File: src/rtl/nibble_rx_requester.sv
// nibble_rx_requester
//   Requesting end of the 4-bit Req/Ack nibble link. Each Start fetches one
//   12-bit word as three full four-phase handshakes, least significant nibble
//   first, and presents it on RxData with a one-cycle RxValid pulse. A
//   per-phase watchdog aborts a stalled handshake with a one-cycle RxErr pulse.
//
//   Optional build macro ACK_SYNC_EN: when defined, Ack and DataIn pass through
//   a 2-flop synchroniser (responder on a foreign clock). When undefined they
//   are sampled directly (responder on ExtClk).
//
// Parameters
//   TIMEOUT_CYCLES : max cycles waiting for one Ack level change; 0 disables
//   TO_W           : timeout counter width, must hold TIMEOUT_CYCLES
// Ports
//   ExtClk, ExtReset : clock, asynchronous active-high reset
//   Start            : one-cycle fetch request, honoured only while Ready=1
//   Ready, Busy      : idle with Ack low / not idle
//   Req, Ack, DataIn : link handshake and nibble data
//   RxData, RxValid  : last completed word, one-cycle update strobe
//   RxErr            : one-cycle timeout abort strobe
module nibble_rx_requester #(
   parameter int unsigned TIMEOUT_CYCLES = 1023,
   parameter int unsigned TO_W           = 10
) (
   input  logic        ExtClk,
   input  logic        ExtReset,
   input  logic        Start,
   output logic        Ready,
   output logic        Busy,
   output logic        Req,
   input  logic        Ack,
   input  logic [3:0]  DataIn,
   output logic [11:0] RxData,
   output logic        RxValid,
   output logic        RxErr
);

   typedef enum logic [1:0] {StIdle, StWaitHi, StWaitLo} state_e;

   localparam bit            ToEn    = (TIMEOUT_CYCLES != 0);
   localparam logic [TO_W:0] ToLimit = (TO_W + 1)'(TIMEOUT_CYCLES);

   state_e            state_q, state_d;
   logic              req_q, req_d;
   logic [1:0]        nib_cnt_q, nib_cnt_d;
   logic [11:0]       asm_q, asm_d;
   logic [11:0]       rx_data_q, rx_data_d;
   logic              rx_valid_q, rx_valid_d;
   logic              rx_err_q, rx_err_d;
   logic [TO_W-1:0]   to_q, to_d;
   logic [TO_W:0]     to_inc;
   logic              ack_s;
   logic [3:0]        data_s;

`ifdef ACK_SYNC_EN
   // Data rides the same two stages as Ack so a nibble is never paired with
   // the wrong Ack edge.
   logic       ack_meta_q, ack_sync_q;
   logic [3:0] data_meta_q, data_sync_q;

   always_ff @(posedge ExtClk or posedge ExtReset) begin
      if (ExtReset) begin
         ack_meta_q  <= 1'b0;
         ack_sync_q  <= 1'b0;
         data_meta_q <= 4'h0;
         data_sync_q <= 4'h0;
      end else begin
         ack_meta_q  <= Ack;
         ack_sync_q  <= ack_meta_q;
         data_meta_q <= DataIn;
         data_sync_q <= data_meta_q;
      end
   end

   assign ack_s  = ack_sync_q;
   assign data_s = data_sync_q;
`else
   assign ack_s  = Ack;
   assign data_s = DataIn;
`endif

   assign to_inc = {1'b0, to_q} + (TO_W + 1)'(1);

   always_comb begin
      state_d    = state_q;
      req_d      = req_q;
      nib_cnt_d  = nib_cnt_q;
      asm_d      = asm_q;
      rx_data_d  = rx_data_q;
      rx_valid_d = 1'b0;
      rx_err_d   = 1'b0;
      to_d       = to_q;

      unique case (state_q)
         StIdle: begin
            to_d = '0;
            if (Start && !ack_s) begin
               state_d   = StWaitHi;
               req_d     = 1'b1;
               nib_cnt_d = 2'd0;
               asm_d     = 12'h000;
            end
         end
         StWaitHi: begin
            if (ack_s) begin
               case (nib_cnt_q)
                  2'd0:    asm_d[3:0]  = data_s;
                  2'd1:    asm_d[7:4]  = data_s;
                  default: asm_d[11:8] = data_s;
               endcase
               req_d   = 1'b0;
               state_d = StWaitLo;
               to_d    = '0;
            end else if (ToEn && (to_inc == ToLimit)) begin
               req_d    = 1'b0;
               rx_err_d = 1'b1;
               state_d  = StIdle;
               to_d     = '0;
            end else begin
               to_d = to_inc[TO_W-1:0];
            end
         end
         StWaitLo: begin
            if (!ack_s) begin
               to_d = '0;
               if (nib_cnt_q == 2'd2) begin
                  // asm_q already holds the newest nibble from WAIT_HI.
                  rx_data_d  = asm_q;
                  rx_valid_d = 1'b1;
                  state_d    = StIdle;
               end else begin
                  nib_cnt_d = nib_cnt_q + 2'd1;
                  req_d     = 1'b1;
                  state_d   = StWaitHi;
               end
            end else if (ToEn && (to_inc == ToLimit)) begin
               req_d    = 1'b0;
               rx_err_d = 1'b1;
               state_d  = StIdle;
               to_d     = '0;
            end else begin
               to_d = to_inc[TO_W-1:0];
            end
         end
         default: begin
            state_d = StIdle;
            req_d   = 1'b0;
            to_d    = '0;
         end
      endcase
   end

   always_ff @(posedge ExtClk or posedge ExtReset) begin
      if (ExtReset) begin
         state_q    <= StIdle;
         req_q      <= 1'b0;
         nib_cnt_q  <= 2'd0;
         asm_q      <= 12'h000;
         rx_data_q  <= 12'h000;
         rx_valid_q <= 1'b0;
         rx_err_q   <= 1'b0;
         to_q       <= '0;
      end else begin
         state_q    <= state_d;
         req_q      <= req_d;
         nib_cnt_q  <= nib_cnt_d;
         asm_q      <= asm_d;
         rx_data_q  <= rx_data_d;
         rx_valid_q <= rx_valid_d;
         rx_err_q   <= rx_err_d;
         to_q       <= to_d;
      end
   end

   assign Ready   = (state_q == StIdle) && !ack_s;
   assign Busy    = (state_q != StIdle);
   assign Req     = req_q;
   assign RxData  = rx_data_q;
   assign RxValid = rx_valid_q;
   assign RxErr   = rx_err_q;

endmodule

File: config.mk
export PLATFORM = sky130hd
export DESIGN_NAME = nibble_rx_requester
export DESIGN_NICKNAME = d
export VERILOG_FILES = /design/src/rtl/nibble_rx_requester.sv
export SDC_FILE = /design/constraint.sdc
export NUM_CORES = 1
export LEC_CHECK = 0
export BUFFER_PORTS_ARGS = -buffer_cell sky130_fd_sc_hd__buf_2
export CAP_MARGIN = 5
export CELL_PAD_IN_SITES_DETAIL_PLACEMENT = 0
export CELL_PAD_IN_SITES_GLOBAL_PLACEMENT = 1
export CORE_ASPECT_RATIO = 1.1
export CORE_MARGIN = 8
export CORE_UTILIZATION = 35
export CTS_CLUSTER_SIZE = 28
export DETAILED_ROUTE_END_ITERATION = 12
export HOLD_SLACK_MARGIN = 0.06
export PLACE_DENSITY = 0.7
export SETUP_SLACK_MARGIN = 0.02
export SLEW_MARGIN = 20
export SYNTH_ARGS = -nofsm -noshare
export SYNTH_HDL_FRONTEND = slang
export SYNTH_SLANG_ARGS = --single-unit
File: constraint.sdc
create_clock -name ExtClk -period 4 [get_ports ExtClk]
set_input_delay 0.4 -clock ExtClk [delete_from_list [all_inputs] [get_ports ExtClk]]
set_output_delay 0.4 -clock ExtClk [all_outputs]
set_load 0.02 [all_outputs]
---- After elaboration in Yosys (flattened, before gate mapping) ----
Index checks and enable logic that the tools add are counted.
Widths: inputs -> output; s select.
operators by class
  divide/modulo/power cells ............... 0
  eq/ne operators ......................... 13
  $lt $le $gt $ge ......................... 0
  multipliers ............................. 0
  multiplexer cells ....................... 33
  reductions and logical operators ........ 15
  bitwise operators ....................... 1
  shifts and indexed selects .............. 0
  add/sub/neg operators ................... 2
operators by type and width
  operator               count
  $mux 10                3
  $mux 12                2
  $pmux 12 s2            1
  $pmux 10 s2            1
  $reduce_and 4->1       4
  $mux 2                 7
  $mux 1                 12
  $mux 4                 3
  $add 10x1->11 const B  1
  $eq 11x10->1 const B   1
  $ne 2x2->1 const B     5
  $pmux 2 s3             1
  $reduce_bool 2->1      3
  $eq 2x1->1 const B     2
  $eq 2x2->1 const B     2
  $logic_not 2->1        2
  $ne 2x1->1 const B     2
  $pmux 2 s2             1
  $ne 3x3->1 const B     1
  $pmux 1 s3             1
  $reduce_and 3->1       1
  $add 2x1->2 const B    1
  $logic_and 1x1->1      2
  $pmux 1 s2             1
  other kinds (4)        4
storage, ports and cells
  ROM bits ................................ 0
  output and inout bits ................... 17
  bits in latches ......................... 0
  word-level logic and storage cells ...... 74
  flip-flop bits (word level) ............. 41
  bits in writable memories ............... 0
  memories ................................ 0
  bits of input ports ..................... 8

---- Depth between registers and ports, before layout ----
Gate-level depths: netlist of run 1.
  depth in word-level cells ............... 5
  depth in mapped cells ................... 8

---- Least setup slack after synthesis of run 1 ----
Ideal clock, no wire load.
  path type ............................... register to register
  start point ............................. register to_q[0]
  end point ............................... register req_q (netlist: Req)
  period minus slack after synthesis ...... 2.036 ns
  required time ........................... 3.869 ns
  cell stages (with the launch flop) ...... 8
  slack ................................... 1.964 ns
  buffers on the path ..................... 1
  arrival ................................. 1.906 ns
  cells stage by stage .................... dfrtp_1 ha_1 clkbuf_1 nor2b_1 o21ai_1 a2111o_1 or3_1 a2bb2oi_1
on the way
  longest elaborated chain between the ends .. 5
ends and longest elaborated chain
  element                    line      RTL
  from (decl)                50        logic [TO_W-1:0] to_q, to_d;
  from (signal assigned)     171       to_q <= to_d;
  $add 10x1->11 *            82        assign to_inc = {1'b0, to_q} + (TO_W + 1)'(1);
  $eq 11x10->1 *             114, 136
  $mux 1 *                   n/a
  $mux 1 (on tied branches)  n/a
  $pmux 1 s3 *               n/a
  to (signal assigned)       165       req_q <= req_d;
  to (decl)                  44        logic req_q, req_d;
Every way passes the cells marked *; elsewhere a longest branch is shown, timed or not.
A chain may end at the register's enable or synchronous reset.

---- Final worst setup path of run 1 ----
  start point ............................. register to_q[0]
  end point ............................... register to_q[4]
on the way
  longest elaborated chain between the ends .. 5
ends and longest elaborated chain
  element                     line      RTL
  $add 10x1->11 *             82
  $eq 11x10->1                114, 136
  $mux 10 *                   114, 136
  $mux 10 (on tied branches)  124, 105
  $pmux 10 s2 *               94        unique case (state_q)
  via to_d[4]                 50
The timed path passes the listed nets; every way through them passes the cells marked *.

==> flow_summary.yaml, run 1 <==
run_status:
  outcome: "completed"
floorplanning:
  boundaryPins: 25
  fp-row-count: 29
  start_util_pct: 35.9
  die_w_um: 89.1
  dieArea_sq_um: 8580
  die_h_um: 96.4
  core_sq_um: 5730
placement:
  placed_area_sq_um: 2260
  hpwl_um: 3020
  dpl_worst_slack_ns: 1.86
  dp_cells: 307
  gp_congestion: 0.750
  port_buffers: 24
setup_path:
  worst_ep_arrival_time_ns: 2.31
  crit_family: "compound AO/OA/AOI/OAI gates"
  cp_cell_sequence: "ha_1, a21boi_1, o21ai_1, a2111o_1, o31ai_4, nor2_1"
  max_stage_delay_ns: 0.50
  path_buf_inv: 0
  path_max_fanout: 9
  slowest_stage: "a2111o_1"
  startpoint_type: "flop"
  worstSetupPathType: "flop to flop"
  r2r_setup_slack_ns: 1.86
  worst_ep_required_time_ns: 4.17
  end_kind: "flop"
cells_and_area:
  area_growth_pct: 15.8
  drive_above_1_share_pct: 19.3
  stdcell_area_sq_um: 2380
  fin_cells: 315
  finalNetCount: 255
  diodes: 0
  utilization_pct: 41.5
  fillers: 613
timing:
  min_period_ns: 2.14
  skew_ns: 0.00425
  slew_violations: 0
  period_share_pct: 53.5
  worstMarginPinSlew_ns: 0.515
  tns_ns: 0
  hold_viol: 0
  rsz0062_at_grt: "no"
  timing.final.ws_setup_ns: 1.86
  slew_headroom_pct: 65.7
  max_freq_ghz: 0.468
  setup_viol: 0
yosys:
  yosys-top-cells-area: "dfrtp_1, nand2_1, mux2_2"
  synth-edff-count: 0
  synth-warning-count: 0
  synth_cells: 210
  ys_seq_elements: 41
  synth_top_flop_cell: "dfrtp_1"
  synth_nets: 228
  ys_seq_area_share_pct: 49.9
  syn_avg_cell_area_sq_um: 9.79
  yosys.area.top_type_share_pct: 49.9
  async_reset_ff_share_pct: 100
  syn_area_sq_um: 2060
  synth.largest_area_cell: "dfrtp_1"
  synth.distinct_cells: 40
power_and_ir_drop:
  p_int_uw: 874
  p_per_area_nw_per_um2: 547
  p_comb_share_pct: 30.5
  p_sw_share_pct: 32.9
  peakVddDrop_mv: 0.201
  p_switching_uw: 429
  power.clock.fraction_pct: 26.9
  pwr-share-seq_pct: 42.6
  leakage_uw: 0.00121
clocking:
  cts.sinks: 41
  clk_latency_ns: 0.29
  path_clk_slew_ns: 0.08
  cts_max_level: 2
  cts_made_buffers: 5
  root_buffer: "clkbuf_8"
  cts_setup_buffers: 0
  cts_buffer_depth: 2
  postCtsHoldBufs: 0
  cts_tree: "done"
  ctsResizeCount: 0
routing:
  drc_errors: 0
  num_vias: 1517
  antenna_left: 0
  drt_iter0_markers: 48
  drt-pass1-iter-count: 4
  viasPerCell: 4.82
  wl_per_cell_um: 13.3
  routed_wl_um: 4190
global_route:
  grt_pass1_wl_um: 7400
  grt_max_degree: 42
  grt_overflow_total: 0
  antenna_found_initial: 0
  grt_usage_pct: 11.2
  grt_pass1_vias: 1574
flow_run:
  drv_cap: 0
min_path:
  hp-class: "primary input to async pin"
path summary, 6_finish.rpt:
check / startpoint / end / cells past startpoint
max reg2reg: to_q[0]$_DFF_PP0_ / to_q[4]$_DFF_PP0_ / 6
min in group ExtClk: asm_q[5]$_DFFE_PP0P_ / RxData[5]$_DFFE_PP0P_ / 2
max in group asynchronous: ExtReset / Req$_DFFE_PP0P_ / 3
min: ExtReset / RxData[0]$_DFFE_PP0P_ / 3
min reg2reg: asm_q[5]$_DFFE_PP0P_ / RxData[5]$_DFFE_PP0P_ / 2
max: to_q[0]$_DFF_PP0_ / to_q[4]$_DFF_PP0_ / 6
cells in the final DEF, fill, tap and decap left out, types with 4 or more instances in the layout:
cell type | netlist | final
and2_1 | 5 | 5
and3_1 | 4 | 4
mux2_2 | 12 | 12
a21oi_1 | 6 | 6
nand4_1 | 4 | 4
nand3_1 | 6 | 6
buf_2 | 1 | 24
o21ai_0 | 5 | 5
xor2_1 | 5 | 5
inv_1 | 11 | 11
dfrtp_1 | 41 | 41
ha_1 | 10 | 10
nand2_1 | 42 | 42
clkbuf_8 | 0 | 6
nor2_1 | 20 | 20
synthesized netlist by cell type (4+ instances only):
library cell / n
a21oi_1: 6
and2_1: 5
and3_1: 4
clkbuf_1: 4
dfrtp_1: 41
ha_1: 10
inv_1: 11
mux2_2: 12
nand2_1: 42
nand3_1: 6
nand4_1: 4
nor2_1: 20
o21ai_0: 5
xor2_1: 5
sequential cells by signal (all words and copies together) (netlist names):
| name | flops |
|---|---|
| Req | 1 |
| RxData | 12 |
| RxErr | 1 |
| RxValid | 1 |
| asm_q | 12 |
| nib_cnt_q | 2 |
| state_q | 2 |
| to_q | 10 |
cell families after synthesis:
group	count (synthesis)	share of synthesized area [%]
AND/OR/NAND/NOR	95	21.4
flip-flops	41	49.9
AO/OA/AOI/OAI	27	9.43
buffers and inverters	17	3.16
multiplexers	12	6.57
adder cells (fa/ha/maj)	10	6.09
XOR/XNOR	8	3.41
worst min-delay path, delay by kind of cell:
kind / cells / cell delay, ns
buffers and inverters: 3 / 0.56
metrics by stage:
step                      hold WS, ns  total power [uW]
final                           0.217              1300
after floorplan                 0.433               855
after global placement          0.445               964
after global routing            0.267              1400
after detailed placement        0.448               970
after CTS                       0.236              1330
power groups by stage:
stage,clock network (uW),logic [uW],registers (uW)
global placement,0,402,562
global route,379,454,569
CTS,365,406,557
floorplan,0,282,573
finish,350,397,555
detailed placement,0,405,565
layout make-up:
| cell class | count | area [sq um] | share of cell area, % |
|---|---|---|---|
| flip-flops and latches | 41 | 1030 | 43.1 |
| multi-input cells | 152 | 965 | 40.5 |
| repair buffers | 26 | 135 | 5.68 |
| well taps | 77 | 96.3 | 4.05 |
| clock buffers | 7 | 86.3 | 3.63 |
| inverters | 11 | 41.3 | 1.74 |
| clock inverters | 1 | 30.0 | 1.26 |
per-layer routing:
metal	track usage [%]	wire, um	up-vias
met4	3.74	61	0
met2	18.1	1970	24
met1	13.8	1890	721
li1	-	-	766
met3	3.38	273	6
met5	0	0	-
Note: power is estimated with default switching activity, not from simulation.
==> run 2: changes to the inputs <==
Settings changed: PLACE_DENSITY 0.7 to 0.73.
Clock period 4 ns to 1.95 ns, I/O delays scaled along.
==> flow_summary.yaml, run 2 (synthesis gave the netlist of run 1 again) <==
run_status:
  outcome: "completed"
floorplanning:
  start_util_pct: 35.9
  dieArea_sq_um: 8580
  core_sq_um: 5730
  boundaryPins: 25
  die_w_um: 89.1
  fp-row-count: 29
  die_h_um: 96.4
cells_and_area:
  area_growth_pct: 25.4
  stdcell_area_sq_um: 2580
  final_common_cell: "nand2_1"
  drive_above_1_share_pct: 27.7
  final_cell_mix: "nand2_1, dfrtp_1, buf_2, nor2_1, buf_4"
  finalNetCount: 270
  fillers: 594
  diodes: 0
routing:
  routed_wl_um: 4360
  num_vias: 1567
  viasPerCell: 4.75
  drt_iter0_markers: 61
  drt-pass1-iter-count: 4
  antenna_left: 0
  wl_per_cell_um: 13.2
  drc_errors: 0
timing:
  tns_ns: 0
  rsz0062_at_grt: "yes"
  skew_ns: 0.00623
  max_freq_ghz: 0.522
  setup_viol: 0
  min_period_ns: 1.92
  slew_violations: 0
  holdWs_ns: 0.286
  worstMarginPinSlew_ns: 0.531
  hold_viol: 0
  slew_headroom_pct: 64.6
  timing.final.ws_setup_ns: 0.0342
  period_share_pct: 98.2
clocking:
  clk_latency_ns: 0.30
  cts_tree: "done"
  path_clk_slew_ns: 0.08
  cts.sinks: 41
  root_buffer: "clkbuf_8"
  cts_made_buffers: 5
  cts_max_level: 2
  cts_buffer_depth: 2
flow_run:
  drv_cap: 0
placement:
  port_buffers: 24
  gp_congestion: 0.791
  placed_area_sq_um: 2370
  hpwl_um: 3190
  dpl_worst_slack_ns: -0.0231
setup_path:
  end_kind: "flop"
  path_max_fanout: 7
  crit_family: "compound AO/OA/AOI/OAI gates"
  worst_ep_required_time_ns: 2.12
  startpoint_type: "flop"
  max_stage_delay_ns: 0.47
  worstSetupPathType: "flop to flop"
  slowest_stage: "dfrtp_2"
  worst_ep_arrival_time_ns: 2.08
  path_buf_inv: 0
  cp_cell_sequence: "ha_4, a21boi_2, o21ai_1, a2111o_1, or3_1, a2bb2oi_1"
global_route:
  grt_overflow_total: 0
  grt_max_degree: 42
  grt_usage_pct: 11.1
  grt_pass1_wl_um: 7340
  grt_pass1_vias: 1593
  antenna_found_initial: 0
power_and_ir_drop:
  power.clock.fraction_pct: 28.2
  peakVddDrop_mv: 0.453
  pwr-share-seq_pct: 39.0
  p_int_uw: 2000
  p_sw_share_pct: 31.9
  leakage_uw: 0.00129
  p_total_uw: 2940
  p_switching_uw: 938
  p_comb_share_pct: 32.9
  p_per_area_nw_per_um2: 1140
min_path:
  hp-class: "primary input to flop"
-- run 2: changes by cell type in the layout (fill, tap and decap cells not counted), moves of 2 or more --
cell     delta
buf_4      +12
a21o_1      -2
a21o_4      +2
buf_6       +2
dfrtp_1     -2
dfrtp_2     +2
ha_1        -2
ha_4        +2
-- run 2: worst min-delay path, cell delays in order --
cell and delay, ns:
buf_2 0.09, a21oi_1 0.09, nor2_1 0.11, a21oi_1 0.06
-- run 2: layer usage --
layer  wire length [um]  vias to the layer above  share of wire, %  global-route usage [%]
met5                  0                        -                 0                       0
met4                 81                        0               1.9                    5.41
met3                210                        7               4.8                    2.54
met2               2240                       24                51                    20.0
met1               1830                      746                42                    11.8
li1                   -                      790                 -                       -
-- run 2: layout make-up --
type | count | area (sq um) | area share [%]
timing repair buffer | 41 | 258 | 10.0
clock buffer | 5 | 68.8 | 2.67
tap | 77 | 96.3 | 3.74
sequential | 41 | 1030 | 39.9
inverter | 11 | 41.3 | 1.60
multi-input combinational | 152 | 1020 | 39.4
clock inverter | 3 | 68.8 | 2.67
-- run 2: repair_timing --
action                                 CTS  global route
endpoints found under the hold margin   41             0
hold buffers                             1             0
resized for setup                        1            10
setup endpoints to repair                3            25
setup buffers                            0             1
-- run 2: stage by stage --
stage | util (%) | instances
3_3_place_gp | 41.3 | 320
6_report | 45.0 | 330
4_1_cts | 43.9 | 329
3_5_place_dp | 41.3 | 320
2_1_floorplan | - | 210
5_1_grt | 45.0 | 330
-- run 2: worst paths after layout --
path	start	endpoint	slack (ns)	depth (start not counted)
worst max-delay path	to_q[0]$_DFF_PP0_	Req$_DFFE_PP0P_	0.03	6
worst min-delay path	Start	state_q[0]$_DFFE_PP0N_	0.29	4
worst max register to register	to_q[0]$_DFF_PP0_	Req$_DFFE_PP0P_	0.03	6
worst min register to register	asm_q[1]$_DFFE_PP0P_	RxData[1]$_DFFE_PP0P_	0.47	2
max in group asynchronous	ExtReset	to_q[0]$_DFF_PP0_	0.98	4
min in group asynchronous	ExtReset	RxData[0]$_DFFE_PP0P_	0.56	4
-- run 2: power by group through the flow --
stage | logic (uW) | clock network, uW | registers (uW)
floorplan | 579 | 0 | 1180
global placement | 913 | 0 | 1150
detailed placement | 926 | 0 | 1150
CTS | 933 | 856 | 1140
global route | 1090 | 889 | 1170
finish | 965 | 828 | 1140
==> run 3: changes to the inputs <==
Settings changed: CELL_PAD_IN_SITES_DETAIL_PLACEMENT 0 to default, CELL_PAD_IN_SITES_GLOBAL_PLACEMENT 1 to default, PLACE_DENSITY 0.73 to 0.61.
==> flow_summary.yaml, run 3 (synthesis gave the netlist of run 1 again) <==
power_and_ir_drop:
  peakVddDrop_mv: 0.381
  p_total_uw: 2660
  p_per_area_nw_per_um2: 1040
  p_int_uw: 1710
  p_switching_uw: 956
  p_comb_share_pct: 35.8
  pwr-share-seq_pct: 43.1
  leakage_uw: 0.00128
  power.clock.fraction_pct: 21.1
  p_sw_share_pct: 35.9
global_route:
  grt_overflow_total: 0
  grt_usage_pct: 11.2
  grt_pass1_wl_um: 7420
  antenna_found_initial: 0
  grt_max_degree: 42
  grt_pass1_vias: 1565
floorplanning:
  die_h_um: 96.4
  dieArea_sq_um: 8580
  core_sq_um: 5730
  fp-row-count: 29
  start_util_pct: 35.9
  die_w_um: 89.1
  boundaryPins: 25
placement:
  hpwl_um: 3170
  dpl_worst_slack_ns: -0.0421
  dp_cells: 321
  gp_congestion: 0.821
  port_buffers: 24
cells_and_area:
  fin_cells: 331
  area_growth_pct: 25.1
  drive_above_1_share_pct: 30.7
  diodes: 0
  final_common_cell: "nand2_1"
  final_cell_mix: "nand2_1, dfrtp_1, buf_2, buf_4, nor2_1"
  finalNetCount: 271
timing:
  slew_headroom_pct: 55.4
  skew_ns: 0.00461
  worstMarginPinSlew_ns: 0.664
  hold_viol: 0
  max_freq_ghz: 0.523
  rsz0062_at_grt: "yes"
  min_period_ns: 1.91
  timing.final.ws_setup_ns: 0.0382
  setup_viol: 0
  slew_violations: 0
  period_share_pct: 98.0
clocking:
  cts_buffer_depth: 2
  cts_made_buffers: 5
  clk_latency_ns: 0.30
  cts.sinks: 41
  path_clk_slew_ns: 0.08
  cts_max_level: 2
  root_buffer: "clkbuf_8"
  cts_tree: "done"
routing:
  routed_wl_um: 4380
  num_vias: 1585
  drt-pass1-iter-count: 4
  viasPerCell: 4.79
  antenna_left: 0
  drt_iter0_markers: 83
  drc_errors: 0
  wl_per_cell_um: 13.2
flow_run:
  drv_cap: 0
setup_path:
  worstSetupPathType: "flop to flop"
  worst_ep_required_time_ns: 2.13
  startpoint_type: "flop"
  end_kind: "flop"
  worst_ep_arrival_time_ns: 2.09
  reg2regPathDepth: 6
  path_max_fanout: 4
min_path:
  worstHoldPathCells: 4
  hp-class: "primary input to flop"
run_status:
  outcome: "completed"
run 3: power by group through the flow:
stage | Clock (uW) | Sequential [uW] | Combinational, uW
finish | 562 | 1150 | 954
CTS | 586 | 1150 | 923
floorplan | 0 | 1180 | 579
detailed placement | 0 | 1160 | 918
global route | 631 | 1180 | 1070
global placement | 0 | 1150 | 904
run 3: layout make-up:
type | instances | area (sq um)
clock buffer | 5 | 68.8
sequential | 41 | 1030
tap | 77 | 96.3
inverter | 11 | 41.3
fill | 597 | 3160
multi-input combinational | 152 | 1060
clock inverter | 3 | 17.5
timing repair buffer | 42 | 262
run 3: worst paths after layout:
kind                                          endpoint  slack [ns]                 start
worst max-delay path                   Req$_DFFE_PP0P_        0.04     to_q[0]$_DFF_PP0_
worst min-delay path            state_q[0]$_DFFE_PP0N_        0.29                 Start
min in group asynchronous        RxData[3]$_DFFE_PP0P_        0.56              ExtReset
max in group asynchronous            to_q[1]$_DFF_PP0_        1.02              ExtReset
worst min register to register   RxData[6]$_DFFE_PP0P_        0.47  asm_q[6]$_DFFE_PP0P_
worst max register to register         Req$_DFFE_PP0P_        0.04     to_q[0]$_DFF_PP0_
run 3: critical path, cell delays in order, from the launching register on:
cell and delay (ns):
dfrtp_2 0.44, buf_4 0.15, nand3_1 0.08, xor2_1 0.18, a2111o_1 0.43, or3_1 0.35, a2bb2oi_1 0.15
run 3: metrics by stage:
| stage | hold WS (ns) | TNS (ns) | area [sq um] | utilization, % |
|---|---|---|---|---|
| 3_3_place_gp | 0.360 | 0 | 2380 | 41.4 |
| 6_report | 0.286 | 0 | 2570 | 44.8 |
| 2_1_floorplan | 0.425 | -0.0141 | 2070 | - |
| 5_1_grt | 0.304 | -0.524 | 2570 | 44.8 |
| 4_1_cts | 0.276 | 0 | 2500 | 43.7 |
| 3_5_place_dp | 0.362 | -0.110 | 2380 | 41.4 |
run 3: what timing repair did:
item / CTS / global route
endpoints found under the setup margin: 9 / 25
endpoints found under the hold margin: 41 / 0
gates cloned: 0 / 0
hold buffers: 1 / 0
resized for setup: 5 / 16
setup buffers: 1 / 0
pin swaps: 1 / 8
run 3: layer usage:
layer	GRT usage [%]	vias to the layer above	wire length, um	share of wire, %
met2	19.8	29	2240	51
met1	12.7	754	1840	42
met5	0	-	0	0
li1	-	794	-	-
met3	2.79	8	219	5.0
met4	4.58	0	85	1.9
